File: config.mk
export PLATFORM = sky130hd
export DESIGN_NAME = mirfak_muldiv_ctrl_flat
export DESIGN_NICKNAME = d
export VERILOG_FILES = /design/src/rtl/mirfak_muldiv_pkg.sv /design/src/rtl/mirfak_muldiv_if.sv /design/src/rtl/mirfak_muldiv_cache.sv /design/src/rtl/mirfak_muldiv_ctrl.sv /design/src/flat_wrapper.sv
export SDC_FILE = /design/constraint.sdc
export NUM_CORES = 1
export LEC_CHECK = 0
export BUFFER_PORTS_ARGS = -buffer_cell sky130_fd_sc_hd__buf_2
export CAP_MARGIN = 20
export CORE_MARGIN = 3
export CORE_UTILIZATION = 40
export CTS_CLUSTER_DIAMETER = 50
export CTS_CLUSTER_SIZE = 28
export DETAILED_ROUTE_END_ITERATION = 6
export PLACE_DENSITY = 0.62
export SLEW_MARGIN = 0
export SYNTH_ARGS = -nofsm -noshare
export SYNTH_HDL_FRONTEND = slang
export SYNTH_SLANG_ARGS = --single-unit
File: constraint.sdc
create_clock -name clk_i -period 4.8 [get_ports clk_i]
set_input_delay 0.24 -clock clk_i [delete_from_list [all_inputs] [get_ports clk_i]]
set_output_delay 0.24 -clock clk_i [all_outputs]
set_load 0.01 [all_outputs]
File: src/rtl/mirfak_muldiv_pkg.sv
// Shared types and constants for the EX-stage mul/div sequencer and its result cache.
package mirfak_muldiv_pkg;

  localparam int XLEN  = 32;
  localparam int TAG_W = 3 + 2 * XLEN;

  localparam int OP_IS_DIV = 2;
  localparam int OP_CMD_HI = 1;
  localparam int OP_CMD_LO = 0;

  localparam logic [2:0] F3_MUL    = 3'b000;
  localparam logic [2:0] F3_MULH   = 3'b001;
  localparam logic [2:0] F3_MULHSU = 3'b010;
  localparam logic [2:0] F3_MULHU  = 3'b011;
  localparam logic [2:0] F3_DIV    = 3'b100;
  localparam logic [2:0] F3_DIVU   = 3'b101;
  localparam logic [2:0] F3_REM    = 3'b110;
  localparam logic [2:0] F3_REMU   = 3'b111;

  typedef enum logic [2:0] {
    ST_IDLE  = 3'd0,
    ST_MUL   = 3'd1,
    ST_DIV   = 3'd2,
    ST_DONE  = 3'd3,
    ST_DRAIN = 3'd4
  } state_e;

  function automatic logic [TAG_W-1:0] make_tag(input logic [2:0]      op,
                                                input logic [XLEN-1:0] a,
                                                input logic [XLEN-1:0] b);
    return {op, a, b};
  endfunction

endpackage

File: src/rtl/mirfak_muldiv_if.sv
// Bus between the mul/div sequencer and the shared iterative multiplier/divider.
interface mirfak_muldiv_if;
  import mirfak_muldiv_pkg::*;

  logic            mult_enable_o;
  logic            div_enable_o;
  logic [1:0]      unit_cmd_o;
  logic [XLEN-1:0] unit_op1_o;
  logic [XLEN-1:0] unit_op2_o;
  logic            mult_ack_i;
  logic [XLEN-1:0] mult_result_i;
  logic            div_ack_i;
  logic [XLEN-1:0] div_result_i;

  modport master (
    output mult_enable_o, div_enable_o, unit_cmd_o, unit_op1_o, unit_op2_o,
    input  mult_ack_i, mult_result_i, div_ack_i, div_result_i
  );

  modport slave (
    input  mult_enable_o, div_enable_o, unit_cmd_o, unit_op1_o, unit_op2_o,
    output mult_ack_i, mult_result_i, div_ack_i, div_result_i
  );

endinterface

File: src/rtl/mirfak_muldiv_cache.sv
// Single-entry exact-repeat cache keyed on {op, a, b}; compiles to a constant miss when disabled.
module mirfak_muldiv_cache
  import mirfak_muldiv_pkg::*;
#(
  parameter bit CACHE_EN = 1'b1
) (
  input  logic             clk_i,
  input  logic             rst_ni,
  input  logic [TAG_W-1:0] lookup_tag_i,
  output logic             hit_o,
  output logic [XLEN-1:0]  data_o,
  input  logic             update_i,
  input  logic [TAG_W-1:0] update_tag_i,
  input  logic [XLEN-1:0]  update_data_i,
  input  logic             invalidate_i
);

  generate
    if (CACHE_EN) begin : g_entry
      logic             valid_q;
      logic [TAG_W-1:0] tag_q;
      logic [XLEN-1:0]  data_q;

      // Invalidate wins so a flushed sequence can never leave a stale entry behind.
      always_ff @(posedge clk_i or negedge rst_ni) begin
        if (!rst_ni) begin
          valid_q <= 1'b0;
          tag_q   <= '0;
          data_q  <= '0;
        end else if (invalidate_i) begin
          valid_q <= 1'b0;
        end else if (update_i) begin
          valid_q <= 1'b1;
          tag_q   <= update_tag_i;
          data_q  <= update_data_i;
        end
      end

      assign hit_o  = valid_q && (tag_q == lookup_tag_i);
      assign data_o = data_q;
    end else begin : g_none
      logic unused_cache;
      assign unused_cache = ^{clk_i, rst_ni, lookup_tag_i, update_i,
                              update_tag_i, update_data_i, invalidate_i};
      assign hit_o  = 1'b0;
      assign data_o = '0;
    end
  endgenerate

endmodule

File: src/rtl/mirfak_muldiv_ctrl.sv
// Sequences the shared multiplier/divider for the EX stage: latch, enable until ack, hold result until consumed.
module mirfak_muldiv_ctrl
  import mirfak_muldiv_pkg::*;
#(
  parameter bit CACHE_EN = 1'b1
) (
  input  logic              clk_i,
  input  logic              rst_ni,
  input  logic              req_valid_i,
  input  logic [2:0]        op_i,
  input  logic [XLEN-1:0]   operand_a_i,
  input  logic [XLEN-1:0]   operand_b_i,
  input  logic              kill_i,
  input  logic              consume_i,
  output logic              busy_o,
  output logic              done_o,
  output logic [XLEN-1:0]   result_o,
  mirfak_muldiv_if.master   unit_bus
);

  state_e          state_q, state_d;
  logic [2:0]      op_q;
  logic [XLEN-1:0] a_q, b_q;
  logic [XLEN-1:0] result_q;

  logic            capture;
  logic            load_unit;
  logic            load_hit;
  logic            cache_upd;
  logic            cache_inv;
  logic            cache_hit;
  logic [XLEN-1:0] cache_data;
  logic [XLEN-1:0] unit_result;
  logic            mult_en;
  logic            div_en;
  logic            unit_ack;

  // DRAIN keeps whichever unit the flushed op started so it can finish cleanly.
  assign mult_en     = (state_q == ST_MUL) || ((state_q == ST_DRAIN) && !op_q[OP_IS_DIV]);
  assign div_en      = (state_q == ST_DIV) || ((state_q == ST_DRAIN) &&  op_q[OP_IS_DIV]);
  assign unit_ack    = (mult_en && unit_bus.mult_ack_i) || (div_en && unit_bus.div_ack_i);
  assign unit_result = op_q[OP_IS_DIV] ? unit_bus.div_result_i : unit_bus.mult_result_i;

  always_comb begin
    state_d   = state_q;
    capture   = 1'b0;
    load_unit = 1'b0;
    load_hit  = 1'b0;
    cache_upd = 1'b0;
    cache_inv = 1'b0;
    case (state_q)
      ST_IDLE: begin
        if (req_valid_i && !kill_i) begin
          capture = 1'b1;
          if (cache_hit) begin
            load_hit = 1'b1;
            state_d  = ST_DONE;
          end else begin
            state_d  = op_i[OP_IS_DIV] ? ST_DIV : ST_MUL;
          end
        end
      end
      ST_MUL, ST_DIV: begin
        if (unit_ack && !kill_i) begin
          load_unit = 1'b1;
          cache_upd = 1'b1;
          state_d   = ST_DONE;
        end else if (kill_i && unit_ack) begin
          state_d   = ST_IDLE;
        end else if (kill_i) begin
          cache_inv = 1'b1;
          state_d   = ST_DRAIN;
        end
      end
      ST_DONE: begin
        if (consume_i || kill_i) begin
          cache_inv = kill_i;
          state_d   = ST_IDLE;
        end
      end
      ST_DRAIN: begin
        if (unit_ack) begin
          state_d = ST_IDLE;
        end
      end
      default: state_d = ST_IDLE;
    endcase
  end

  always_ff @(posedge clk_i or negedge rst_ni) begin
    if (!rst_ni) begin
      state_q <= ST_IDLE;
    end else begin
      state_q <= state_d;
    end
  end

  always_ff @(posedge clk_i or negedge rst_ni) begin
    if (!rst_ni) begin
      op_q <= '0;
      a_q  <= '0;
      b_q  <= '0;
    end else if (capture) begin
      op_q <= op_i;
      a_q  <= operand_a_i;
      b_q  <= operand_b_i;
    end
  end

  always_ff @(posedge clk_i or negedge rst_ni) begin
    if (!rst_ni) begin
      result_q <= '0;
    end else if (load_hit) begin
      result_q <= cache_data;
    end else if (load_unit) begin
      result_q <= unit_result;
    end
  end

  mirfak_muldiv_cache #(
    .CACHE_EN (CACHE_EN)
  ) u_cache (
    .clk_i         (clk_i),
    .rst_ni        (rst_ni),
    .lookup_tag_i  (make_tag(op_i, operand_a_i, operand_b_i)),
    .hit_o         (cache_hit),
    .data_o        (cache_data),
    .update_i      (cache_upd),
    .update_tag_i  (make_tag(op_q, a_q, b_q)),
    .update_data_i (unit_result),
    .invalidate_i  (cache_inv)
  );

  assign busy_o   = req_valid_i && (state_q != ST_DONE);
  assign done_o   = (state_q == ST_DONE);
  assign result_o = result_q;

  assign unit_bus.mult_enable_o = mult_en;
  assign unit_bus.div_enable_o  = div_en;
  assign unit_bus.unit_cmd_o    = op_q[OP_CMD_HI:OP_CMD_LO];
  assign unit_bus.unit_op1_o    = a_q;
  assign unit_bus.unit_op2_o    = b_q;

endmodule
File: src/flat_wrapper.sv
// flat-port wrapper written by rule: the top's interface ports become plain ports
module mirfak_muldiv_ctrl_flat import mirfak_muldiv_pkg::*;
#(
  parameter bit CACHE_EN = 1'b1
)
  (clk_i, rst_ni, req_valid_i, op_i, operand_a_i, operand_b_i, kill_i, consume_i, busy_o, done_o, result_o, unit_bus_mult_enable_o, unit_bus_div_enable_o, unit_bus_unit_cmd_o, unit_bus_unit_op1_o, unit_bus_unit_op2_o, unit_bus_mult_ack_i, unit_bus_mult_result_i, unit_bus_div_ack_i, unit_bus_div_result_i);
  mirfak_muldiv_if unit_bus_i ();
  input  logic clk_i;
  input  logic rst_ni;
  input  logic req_valid_i;
  input  logic [2:0] op_i;
  input  logic [XLEN-1:0] operand_a_i;
  input  logic [XLEN-1:0] operand_b_i;
  input  logic kill_i;
  input  logic consume_i;
  output logic busy_o;
  output logic done_o;
  output logic [XLEN-1:0] result_o;
  output wire logic [$bits(unit_bus_i.mult_enable_o)-1:0] unit_bus_mult_enable_o;
  output wire logic [$bits(unit_bus_i.div_enable_o)-1:0] unit_bus_div_enable_o;
  output wire logic [$bits(unit_bus_i.unit_cmd_o)-1:0] unit_bus_unit_cmd_o;
  output wire logic [$bits(unit_bus_i.unit_op1_o)-1:0] unit_bus_unit_op1_o;
  output wire logic [$bits(unit_bus_i.unit_op2_o)-1:0] unit_bus_unit_op2_o;
  input wire logic [$bits(unit_bus_i.mult_ack_i)-1:0] unit_bus_mult_ack_i;
  input wire logic [$bits(unit_bus_i.mult_result_i)-1:0] unit_bus_mult_result_i;
  input wire logic [$bits(unit_bus_i.div_ack_i)-1:0] unit_bus_div_ack_i;
  input wire logic [$bits(unit_bus_i.div_result_i)-1:0] unit_bus_div_result_i;
  assign unit_bus_mult_enable_o = unit_bus_i.mult_enable_o;
  assign unit_bus_div_enable_o = unit_bus_i.div_enable_o;
  assign unit_bus_unit_cmd_o = unit_bus_i.unit_cmd_o;
  assign unit_bus_unit_op1_o = unit_bus_i.unit_op1_o;
  assign unit_bus_unit_op2_o = unit_bus_i.unit_op2_o;
  assign unit_bus_i.mult_ack_i = unit_bus_mult_ack_i;
  assign unit_bus_i.mult_result_i = unit_bus_mult_result_i;
  assign unit_bus_i.div_ack_i = unit_bus_div_ack_i;
  assign unit_bus_i.div_result_i = unit_bus_div_result_i;
  mirfak_muldiv_ctrl #(.CACHE_EN(CACHE_EN)) u_core (.clk_i(clk_i), .rst_ni(rst_ni), .req_valid_i(req_valid_i), .op_i(op_i), .operand_a_i(operand_a_i), .operand_b_i(operand_b_i), .kill_i(kill_i), .consume_i(consume_i), .busy_o(busy_o), .done_o(done_o), .result_o(result_o), .unit_bus(unit_bus_i));
endmodule
==> results of run 1 <==
stage by stage:
step	setup slack (ns)	hold slack [ns]	area [µm²]
2_1_floorplan	2.73	-0.0556	9390
6_report	1.96	0.0233	12400
5_1_grt	1.69	0.0151	12400
4_1_cts	1.94	0.0000660	12400
3_5_place_dp	1.95	0.459	10800
3_3_place_gp	1.98	0.449	10800
worst max path at each step:
stage / end / startpoint / cells past startpoint
3_5_place_dp: u_core.state_q[1] / u_core.op_q[2] / 7
2_1_floorplan: u_core.result_o[13] / u_core.u_cache.g_entry.tag_q[23] / 7
3_3_place_gp: u_core.state_q[1] / u_core.op_q[2] / 7
4_1_cts: u_core.state_q[1] / u_core.op_q[2] / 7
5_1_grt: u_core.state_q[1] / u_core.op_q[2] / 7
6_report: u_core.state_q[1] / u_core.op_q[2] / 7
Yosys cell counts (all sizes together), types with 15 or more instances:
library cell	count
mux2	84
nand2b	45
buf	29
clkbuf	15
mux2i	32
a21oi	42
nor2	58
dfrtp	202
nand2	207
xnor2	40
nand4	37
state kept, by name, summed over array words and instances, names as in the netlist:
name,cells
u_core.state_q,3
u_core.result_o,32
u_core.u_cache.g_entry.tag_q,67
u_core.unit_bus.unit_op2_o,32
u_core.op_q,3
u_core.u_cache.data_o,32
u_core.unit_bus.unit_op1_o,32
u_core.u_cache.g_entry.valid_q,1
final cells by class:
cell class	instances	area, µm²
Multi-Input combinational cell	635	4090
Clock inverter	22	218
Sequential cell	202	5060
Timing Repair Buffer	309	1920
Inverter	6	22.5
Fill cell	2048	10500
Tap cell	313	392
Clock buffer	27	676
cell usage in the layout, fill, tap and decap left out, types with 3 or more instances in the layout:
| cell type | count |
|---|---|
| buf_2 | 238 |
| nand2_1 | 206 |
| dfrtp_1 | 201 |
| mux2_2 | 74 |
| dlygate4sd3_1 | 64 |
| nor2_1 | 58 |
| nand2b_1 | 44 |
| a21oi_1 | 42 |
| xnor2_1 | 40 |
| nand4_1 | 37 |
| mux2i_1 | 32 |
| clkbuf_16 | 27 |
| a21o_1 | 13 |
| a221o_1 | 13 |
| mux2_4 | 10 |
| inv_8 | 8 |
| nand3_1 | 7 |
| nor4_1 | 7 |
| inv_1 | 6 |
| inv_6 | 6 |
| o21ai_0 | 5 |
| or2b_1 | 5 |
| o2111ai_1 | 5 |
| nor3_1 | 5 |
| buf_4 | 4 |
| nor2b_1 | 3 |
| xor2_1 | 3 |
| nand4b_1 | 3 |
metal layers:
layer  routed length (µm)  global-route usage
met1                11400               0.272
met2                12100               0.331
met3                 1470              0.0395
met4                  460              0.0394
met5                    0                   0
worst max-delay path, cell delays in order, from the launching register on:
cell,delay (ns)
dfrtp_2,0.35
buf_4,0.46
nand3b_1,0.18
a211oi_1,0.35
o21a_4,0.75
buf_12,0.34
nor3_1,0.09
a21oi_1,0.16
power groups by stage:
stage	clock network (mW)	registers [mW]	logic (mW)
2_1_floorplan	0	3.20	1.51
3_3_place_gp	0	3.12	2.52
3_5_place_dp	0	3.14	2.56
4_1_cts	2.02	3.12	2.61
5_1_grt	2.09	3.24	2.88
6_report	1.96	3.12	2.59
logic make-up (layout without fill, tap and decap cells):
| family | Yosys count | after routing | synth area share |
|---|---|---|---|
| flops | 202 | 202 | 0.538 |
| buf+inv | 50 | 364 | 0.0294 |
| xor+xnor | 43 | 43 | 0.0401 |
| mux | 116 | 116 | 0.139 |
| compound gates | 86 | 86 | 0.0614 |
| simple gates | 390 | 390 | 0.192 |
==> summary.txt, run 1 <==
Drt
  – Detailed Route Iter0 Violations: 453
  – Avg WL per Cell: 16.7 µm
  – Routed via count: 7459
  – Residual DRC: 0
  – ANT nets after route: 0
  – First drt pass iteration count: 5
  – Via density: 4.93
  – Routed WL: 25300 µm

Die
  – Core area: 0.0228 mm²
  – Rows: 55
  – Initial Util: 0.411
  – Die width: 159 µm
  – Die height: 159 µm
  – Die area: 0.0254 mm²
  – # IOs: 240

Global route
  – Initial antenna violation count: 0
  – First-pass GRT wire length: 41300 µm
  – Largest net degree at the start of global routing: 119
  – GRT Overall Usage: 0.199
  – Remaining Overflow, GRT: 0
  – Number of global-route vias before repair: 7680

Yosys
  – Distinct cells, synth: 46
  – Post-Syn Instances: 887
  – Main flop type after synthesis: dfrtp_1
  – Asr flop ratio synth: 1.00
  – Synth top area cells: dfrtp_1 54%, mux2_2 8.9%, nand2_1 8.2%
  – Avg Cell Area, Syn: 10.6 µm²
  – Post-Syn Area: 0.00939 mm²
  – Post-synth EDFFs: 0
  – Syn nets: 1025
  – Synth area leader: dfrtp_1
  – Post-synth top area share: 0.538
  – Post-synthesis sequential area ratio: 0.538
  – Warnings, synthesis: 0
  – Synth Register Bits: 202

Pwr
  – Switch share: 0.362
  – Clock group share of total power: 0.256
  – Power Dens Cells: 621 mW/mm²
  – P_sw: 2.78 mW
  – Comb pwr share: 0.338
  – Cell internal pwr: 4.90 mW
  – Worst IR drop on VDD: 0.345 mV
  – Leak Pwr: 6.10 nW
  – Part of the power in registers: 0.407
  – Total chip power: 7.68 mW

Timing
  – Post-route setup TNS: 0 ns
  – Final critical-path share of the clock period: 0.591
  – Setup Skew: 0.0159 ns
  – Max frequency: 353 MHz
  – Slew margin rel.: 0.350
  – Final slew viol count: 0
  – Worst-margin pin slew: 0.969 ns
  – Unrepaired setup endpoints after global routing: false
  – Crit path time final: 2.84 ns
  – Number of setup violations in the final report: 0
  – Final hold vios: 0

Clock tree
  – H-tree depth: 1
  – Root Driver: clkbuf_16
  – Worst-path clk slew: 0.06 ns
  – Skew-Pair Late Insertion Delay: 0.52 ns
  – Post-CTS Hold Buffers: 63
  – Clock tree sinks: 202
  – CTS max path bufs: 3
  – Resized cells post-CTS: 0
  – # Post-CTS Setup Buffers: 0
  – CTS tree: built
  – Num CTS Buffers: 27

Finish
  – Total Nets Final: 1319
  – Ant. Diodes: 0
  – Ratio of cells with drive above 1 in the final layout: 0.326
  – Post-Route Utilization: 0.542
  – Area growth, synth to finish: 31.7%
  – Non-filler instance count after layout: 1514

Worst setup path
  – R2r setup slk: 1.96 ns
  – Reg2reg start: u_core.op_q[2]
  – Crit start category: flop
  – CP endpoint kind: flop
  – Crit path kind: flop to flop
  – Critical path fanouts, max: 90
  – Crit path DAT: 3.27 ns
  – R2R depth: 7
  – FF-to-FF End: u_core.state_q[1]
  – Critical Path RT: 5.24 ns

Run
  – # Max-Cap Violations: 0

Placed design
  – GP Congestion: 0.884
  – DP HPWL: 17400 µm
  – IO buf count: 239
  – Post-Place Cells: 1401

Run status
  – Outcome: completed

Hold path
  – Min-Delay Path Class: primary input to flop
  – Hold EP: u_core.unit_bus.unit_op2_o[13]
  – Hold_sp: operand_b_i[13]
  – Hold path depth: 2
(Power assumes the default switching activity.)
==> run 2, diff against run 1 <==
clock period = 2.9 ns   (was 4.8 ns; I/O delays follow)
==> summary.txt, run 2 (synthesis gave the netlist of run 1 again) <==
Run status
  – Outcome: completed

Worst setup path
  – CP endpoint kind: flop
  – Crit path kind: flop to flop
  – Critical path fanouts, max: 13 (-86%)
  – R2r setup slk: 0.44 ns (-1.52 ns)
  – Critical Path RT: 3.30 ns (-1.94 ns)
  – Crit start category: flop
  – Crit path DAT: 2.85 ns (-0.42 ns)

Drt
  – Max layer used: met4
  – Routed WL: 26900 µm (+6.0%)
  – Metal3 WL: 1570 µm (+6.7%)
  – Avg WL per Cell: 17.1 µm (+2.4%)
  – ANT nets after route: 0 (unchanged)
  – Routed wl met2: 12500 µm (+3.8%)
  – Routed via count: 7782 (+4.3%)
  – M1 WL: 12000 µm (+5.4%)
  – Via density: 4.97 (+0.80%)
  – Detailed Route Iter0 Violations: 412 (-9.1%)
  – First drt pass iteration count: 5 (unchanged)
  – Residual DRC: 0 (unchanged)

Timing
  – Post-route setup TNS: 0 ns (unchanged)
  – Final critical-path share of the clock period: 0.848 (+0.257)
  – Setup Skew: 0.0190 ns (+0.00309 ns)
  – Worst-margin pin slew: 0.781 ns (-0.188 ns)
  – Max frequency: 407 MHz (+15%)
  – Final slew viol count: 0 (unchanged)
  – Final hold vios: 0 (unchanged)
  – Unrepaired setup endpoints after global routing: false
  – Number of setup violations in the final report: 0 (unchanged)
  – Slew margin rel.: 0.480 (+0.129)
  – Crit path time final: 2.46 ns (-0.378 ns)

Placed design
  – DP HPWL: 18500 µm (+6.5%)
  – Post-Place Cells: 1411 (+0.71%)
  – IO buf count: 239 (unchanged)
  – GP Congestion: 0.897 (+1.4%)

Clock tree
  – Clock tree sinks: 202 (unchanged)
  – # Post-CTS Setup Buffers: 0 (unchanged)
  – Worst-path clk slew: 0.06 ns (about the same)
  – Skew-Pair Late Insertion Delay: 0.52 ns (about the same)
  – Post-CTS Hold Buffers: 108 (+71%)
  – Num CTS Buffers: 26 (-3.7%)
  – CTS max path bufs: 3 (unchanged)
  – H-tree depth: 1 (unchanged)
  – Resized cells post-CTS: 0 (unchanged)
  – Root Driver: clkbuf_16
  – CTS tree: built

Die
  – Core area: 0.0228 mm² (unchanged)
  – # IOs: 240 (unchanged)
  – Die height: 159 µm (unchanged)
  – Rows: 55 (unchanged)
  – Initial Util: 0.411 (unchanged)
  – Die area: 0.0254 mm² (unchanged)
  – Die width: 159 µm (unchanged)

Finish
  – Max reg flops: 67 (unchanged)
  – Non-filler instance count after layout: 1567 (+3.5%)
  – Most frequent cells in the layout: 238 x buf_2, 206 x nand2_1, 201 x dfrtp_1, 108 x dlygate4sd3_1, 74 x mux2_2
  – Ratio of cells with drive above 1 in the final layout: 0.318 (-0.00738)
  – Ant. Diodes: 0 (unchanged)
  – Commonest non-fill, non-tap cell in the layout: buf_2
  – Most flop-heavy register: u_core.u_cache.g_entry.tag_q
  – Area growth, synth to finish: 38.2%
  – Total Nets Final: 1372 (+4.0%)

Global route
  – Largest net degree at the start of global routing: 90 (-24%)
  – First-pass GRT wire length: 43400 µm (+5.1%)
  – Initial antenna violation count: 0 (unchanged)
  – GRT Overall Usage: 0.209 (+0.00995)
  – Remaining Overflow, GRT: 0 (unchanged)
  – Number of global-route vias before repair: 8066 (+5.0%)

Pwr
  – Power Dens Cells: 1010 mW/mm² (+62%)
  – Leak Pwr: 6.37 nW (+4.3%)
  – Worst IR drop on VDD: 0.545 mV (+58%)

Hold path
  – Min-Delay Path Class: primary input to flop

Run
  – # Max-Cap Violations: 0 (unchanged)
==> run 2: cell types whose count changed in the layout (fill, tap and decap cells not counted), moves of 2 or more <==
cell           before  now
dlygate4sd3_1      64  108
buf_4               4   11
clkinv_2            2    0
bufinv_16           0    2
buf_12              2    5
clkinv_8            2    4
inv_8               8    6
==> run 2: worst paths after layout <==
kind	startpoint	cells past startpoint	to
min reg2reg	u_core.u_cache.data_o[25]	1	u_core.u_cache.data_o[25]
min	unit_bus_mult_result_i[31]	3	u_core.u_cache.data_o[31]
min in group asynchronous	rst_ni	2	u_core.result_o[18]
max reg2reg	u_core.u_cache.g_entry.tag_q[48]	6	u_core.result_o[25]
max in group asynchronous	rst_ni	3	u_core.u_cache.g_entry.tag_q[19]
max	u_core.u_cache.g_entry.tag_q[48]	6	u_core.result_o[25]
==> run 2: where the power goes <==
| part | internal [mW] | switching [mW] | total (mW) |
|---|---|---|---|
| Clock | 1.99 | 1.45 | 3.44 |
| Sequential | 4.20 | 0.970 | 5.17 |
| Combinational | 2.24 | 2.24 | 4.47 |
| Total | 8.43 | 4.66 | 13.1 |
==> run 2: critical path: stages, from the launching register on <==
cell and delay, ns:
dfrtp_1 0.39, xnor2_1 0.34, nand4_1 0.22, nor4_1 0.32
nand4_1 0.20, o31a_1 0.50, a221o_1 0.37
==> run 2: cell type report <==
class / count / area [µm²]
well taps: 313 / 392
multi-input cells: 635 / 4090
clock inverters: 20 / 269
repair buffers: 363 / 2470
clock buffers: 28 / 679
flip-flops and latches: 202 / 5060
fillers: 1998 / 9870
inverters: 6 / 22.5
==> run 2: metrics by stage <==
| stage | setup WS [ns] | area [µm²] | utilization | hold slack (ns) | total power, mW |
|---|---|---|---|---|---|
| after floorplan | 0.833 | 9390 | - | -0.151 | 7.80 |
| after global placement | 0.453 | 11000 | 0.479 | 0.270 | 9.34 |
| after detailed placement | 0.479 | 11000 | 0.479 | 0.268 | 9.47 |
| after CTS | 0.455 | 13000 | 0.568 | 0.000264 | 13.2 |
| after global routing | 0.215 | 13000 | 0.568 | 0.0152 | 13.9 |
| final | 0.442 | 13000 | 0.568 | 0.00741 | 13.1 |
==> run 2: per-layer routing <==
metal | global-route usage | vias up
met3 | 0.0424 | 56
met1 | 0.284 | 3724
met4 | 0.0637 | 0
met2 | 0.338 | 261
met5 | 0 | -
li1 | - | 3741
==> run 3, diff against run 2 <==
clock period = 2.5 ns   (was 2.9 ns; I/O delays follow)
==> summary.txt, run 3 (synthesis gave the netlist of run 1 again) <==
Placed design
  – Post-Place Cells: 1415 (+0.28%)
  – GP Congestion: 0.923 (+2.9%)
  – Post-placement worst setup slack: 0.155 ns (-0.324 ns)
  – Placement Cell Area: 0.0110 mm² (+0.39%)
  – IO buf count: 239 (unchanged)
  – DP HPWL: 18900 µm (+1.9%)

Run status
  – Outcome: completed

Clock tree
  – Root Driver: clkbuf_16
  – Num CTS Buffers: 22 (-15%)
  – # Post-CTS Setup Buffers: 0 (unchanged)
  – Clock tree sinks: 202 (unchanged)
  – CTS tree: built
  – CTS max path bufs: 3 (unchanged)
  – Skew-Pair Late Insertion Delay: 0.51 ns (about the same)
  – Worst-path clk slew: 0.06 ns (about the same)
  – H-tree depth: 1 (unchanged)

Timing
  – Setup Skew: 0.0111 ns (-0.00787 ns)
  – Worst-margin pin slew: 0.665 ns (-0.116 ns)
  – Max frequency: 419 MHz (+2.9%)
  – Crit path time final: 2.39 ns (-0.0702 ns)
  – Number of setup violations in the final report: 0 (unchanged)
  – Unrepaired setup endpoints after global routing: false
  – Slew margin rel.: 0.557 (+0.0772)
  – WHS: 0.0105 ns (+0.00307 ns)
  – Final setup margin: 0.112 ns (-0.330 ns)
  – Final hold vios: 0 (unchanged)
  – Final slew viol count: 0 (unchanged)
  – Post-route setup TNS: 0 ns (unchanged)
  – Final critical-path share of the clock period: 0.955 (+0.108)

Drt
  – Routed via count: 7828 (+0.59%)
  – Max layer used: met4
  – Routed wl met2: 13000 µm (+3.8%)
  – Avg WL per Cell: 17.4 µm (+1.6%)
  – Via density: 5.00 (+0.59%)
  – Metal3 WL: 1490 µm (-4.7%)
  – M1 WL: 12200 µm (+1.6%)
  – Detailed Route Iter0 Violations: 420 (+1.9%)
  – ANT nets after route: 0 (unchanged)
  – First drt pass iteration count: 5 (unchanged)
  – Routed WL: 27300 µm (+1.6%)
  – Residual DRC: 0 (unchanged)

Global route
  – Largest net degree at the start of global routing: 69 (-23%)
  – GRT Overall Usage: 0.215 (+0.00600)
  – Remaining Overflow, GRT: 0 (unchanged)
  – Initial antenna violation count: 0 (unchanged)
  – First-pass GRT wire length: 44500 µm (+2.5%)
  – Number of global-route vias before repair: 8178 (+1.4%)

Pwr
  – Leak Pwr: 6.30 nW (-1.0%)
  – Worst IR drop on VDD: 0.607 mV (+11%)
  – Power Dens Cells: 1130 mW/mm² (+12%)
  – Total chip power: 14.5 mW (+11%)

Finish
  – Most frequent cells in the layout: 238 x buf_2, 206 x nand2_1, 201 x dfrtp_1, 113 x dlygate4sd3_1, 74 x mux2_2
  – Non-filler instance count after layout: 1567 (unchanged)
  – Ratio of cells with drive above 1 in the final layout: 0.314 (-0.00399)
  – Total Nets Final: 1377 (+0.36%)
  – Area growth, synth to finish: 36.7%
  – # fillers: 2064 (+3.3%)
  – Ant. Diodes: 0 (unchanged)
  – Most flop-heavy register: u_core.u_cache.g_entry.tag_q
  – Post-route cell area: 0.0128 mm² (-1.0%)
  – Post-Route Utilization: 0.562 (-0.00592)
  – Multi-input logic area: 0.00409 mm² (about the same)
  – Commonest non-fill, non-tap cell in the layout: buf_2
  – Max reg flops: 67 (unchanged)
  – Register area: 0.00506 mm² (unchanged)

Worst setup path
  – Critical Path RT: 2.89 ns (-0.41 ns)
  – Critical path fanouts, max: 19 (+6)
  – Crit path kind: flop to flop
  – Crit path DAT: 2.78 ns (-0.07 ns)
  – Crit start category: flop
  – CP endpoint kind: flop

Die
  – Rows: 55 (unchanged)
  – Die area: 0.0254 mm² (unchanged)
  – Core area: 0.0228 mm² (unchanged)
  – Die height: 159 µm (unchanged)
  – # IOs: 240 (unchanged)
  – Die width: 159 µm (unchanged)
  – Initial Util: 0.411 (unchanged)

Hold path
  – Min-Delay Path Class: primary input to flop

Run
  – # Max-Cap Violations: 0 (unchanged)
run 3: changes by cell type in the layout (fill, tap and decap cells not counted), moves of 3 or more:
cell and change:
dlygate4sd3_1 +5, clkbuf_8 +4, buf_4 +3, clkbuf_16 -4, inv_8 -4, clkinv_8 -4
run 3: worst paths after layout:
kind,slack (ns),cells after the start,end,from
worst max-delay path,0.11,7,u_core.result_o[12],u_core.u_cache.g_entry.tag_q[63]
worst min-delay path,0.01,3,u_core.u_cache.data_o[9],unit_bus_mult_result_i[9]
worst max register to register,0.11,7,u_core.result_o[12],u_core.u_cache.g_entry.tag_q[63]
worst min register to register,0.48,1,u_core.u_cache.data_o[28],u_core.u_cache.data_o[28]
max in group asynchronous,1.52,3,u_core.u_cache.g_entry.tag_q[48],rst_ni
min in group asynchronous,0.17,2,u_core.result_o[18],rst_ni
run 3: cell type report:
class                   instances  area share
inverters                       6     0.00175
multi-input cells             635       0.319
repair buffers                372       0.199
well taps                     313      0.0305
flip-flops and latches        202       0.394
clock inverters                10     0.00633
clock buffers                  29      0.0497
run 3: critical path: stages, from the launching register on:
cell      delay [ns]
dfrtp_1         0.40
xnor2_1         0.34
nand4b_1        0.19
nor3_1          0.31
nand4_1         0.21
nor3_4          0.24
buf_12          0.21
mux2_2          0.35
run 3: repair_timing:
| action | in CTS | in global routing |
|---|---|---|
| hold endpoints to repair | 157 | 0 |
| setup endpoints to repair | 0 | 13 |
| hold buffers | 113 | 0 |
| resized for setup | 0 | 1 |
run 3: where the power goes:
| group | total (mW) | leakage, nW | switching [mW] | internal, mW |
|---|---|---|---|---|
| clock network | 3.22 | 0.349 | 1.39 | 1.83 |
| registers | 6.00 | 2.54 | 1.13 | 4.87 |
| logic | 5.24 | 3.41 | 2.60 | 2.64 |
run 3: routing by layer:
layer  GRT usage  up-vias
met4      0.0585        0
met2       0.356      236
met5           0        -
met3      0.0401       47
li1            -     3742
met1       0.291     3803
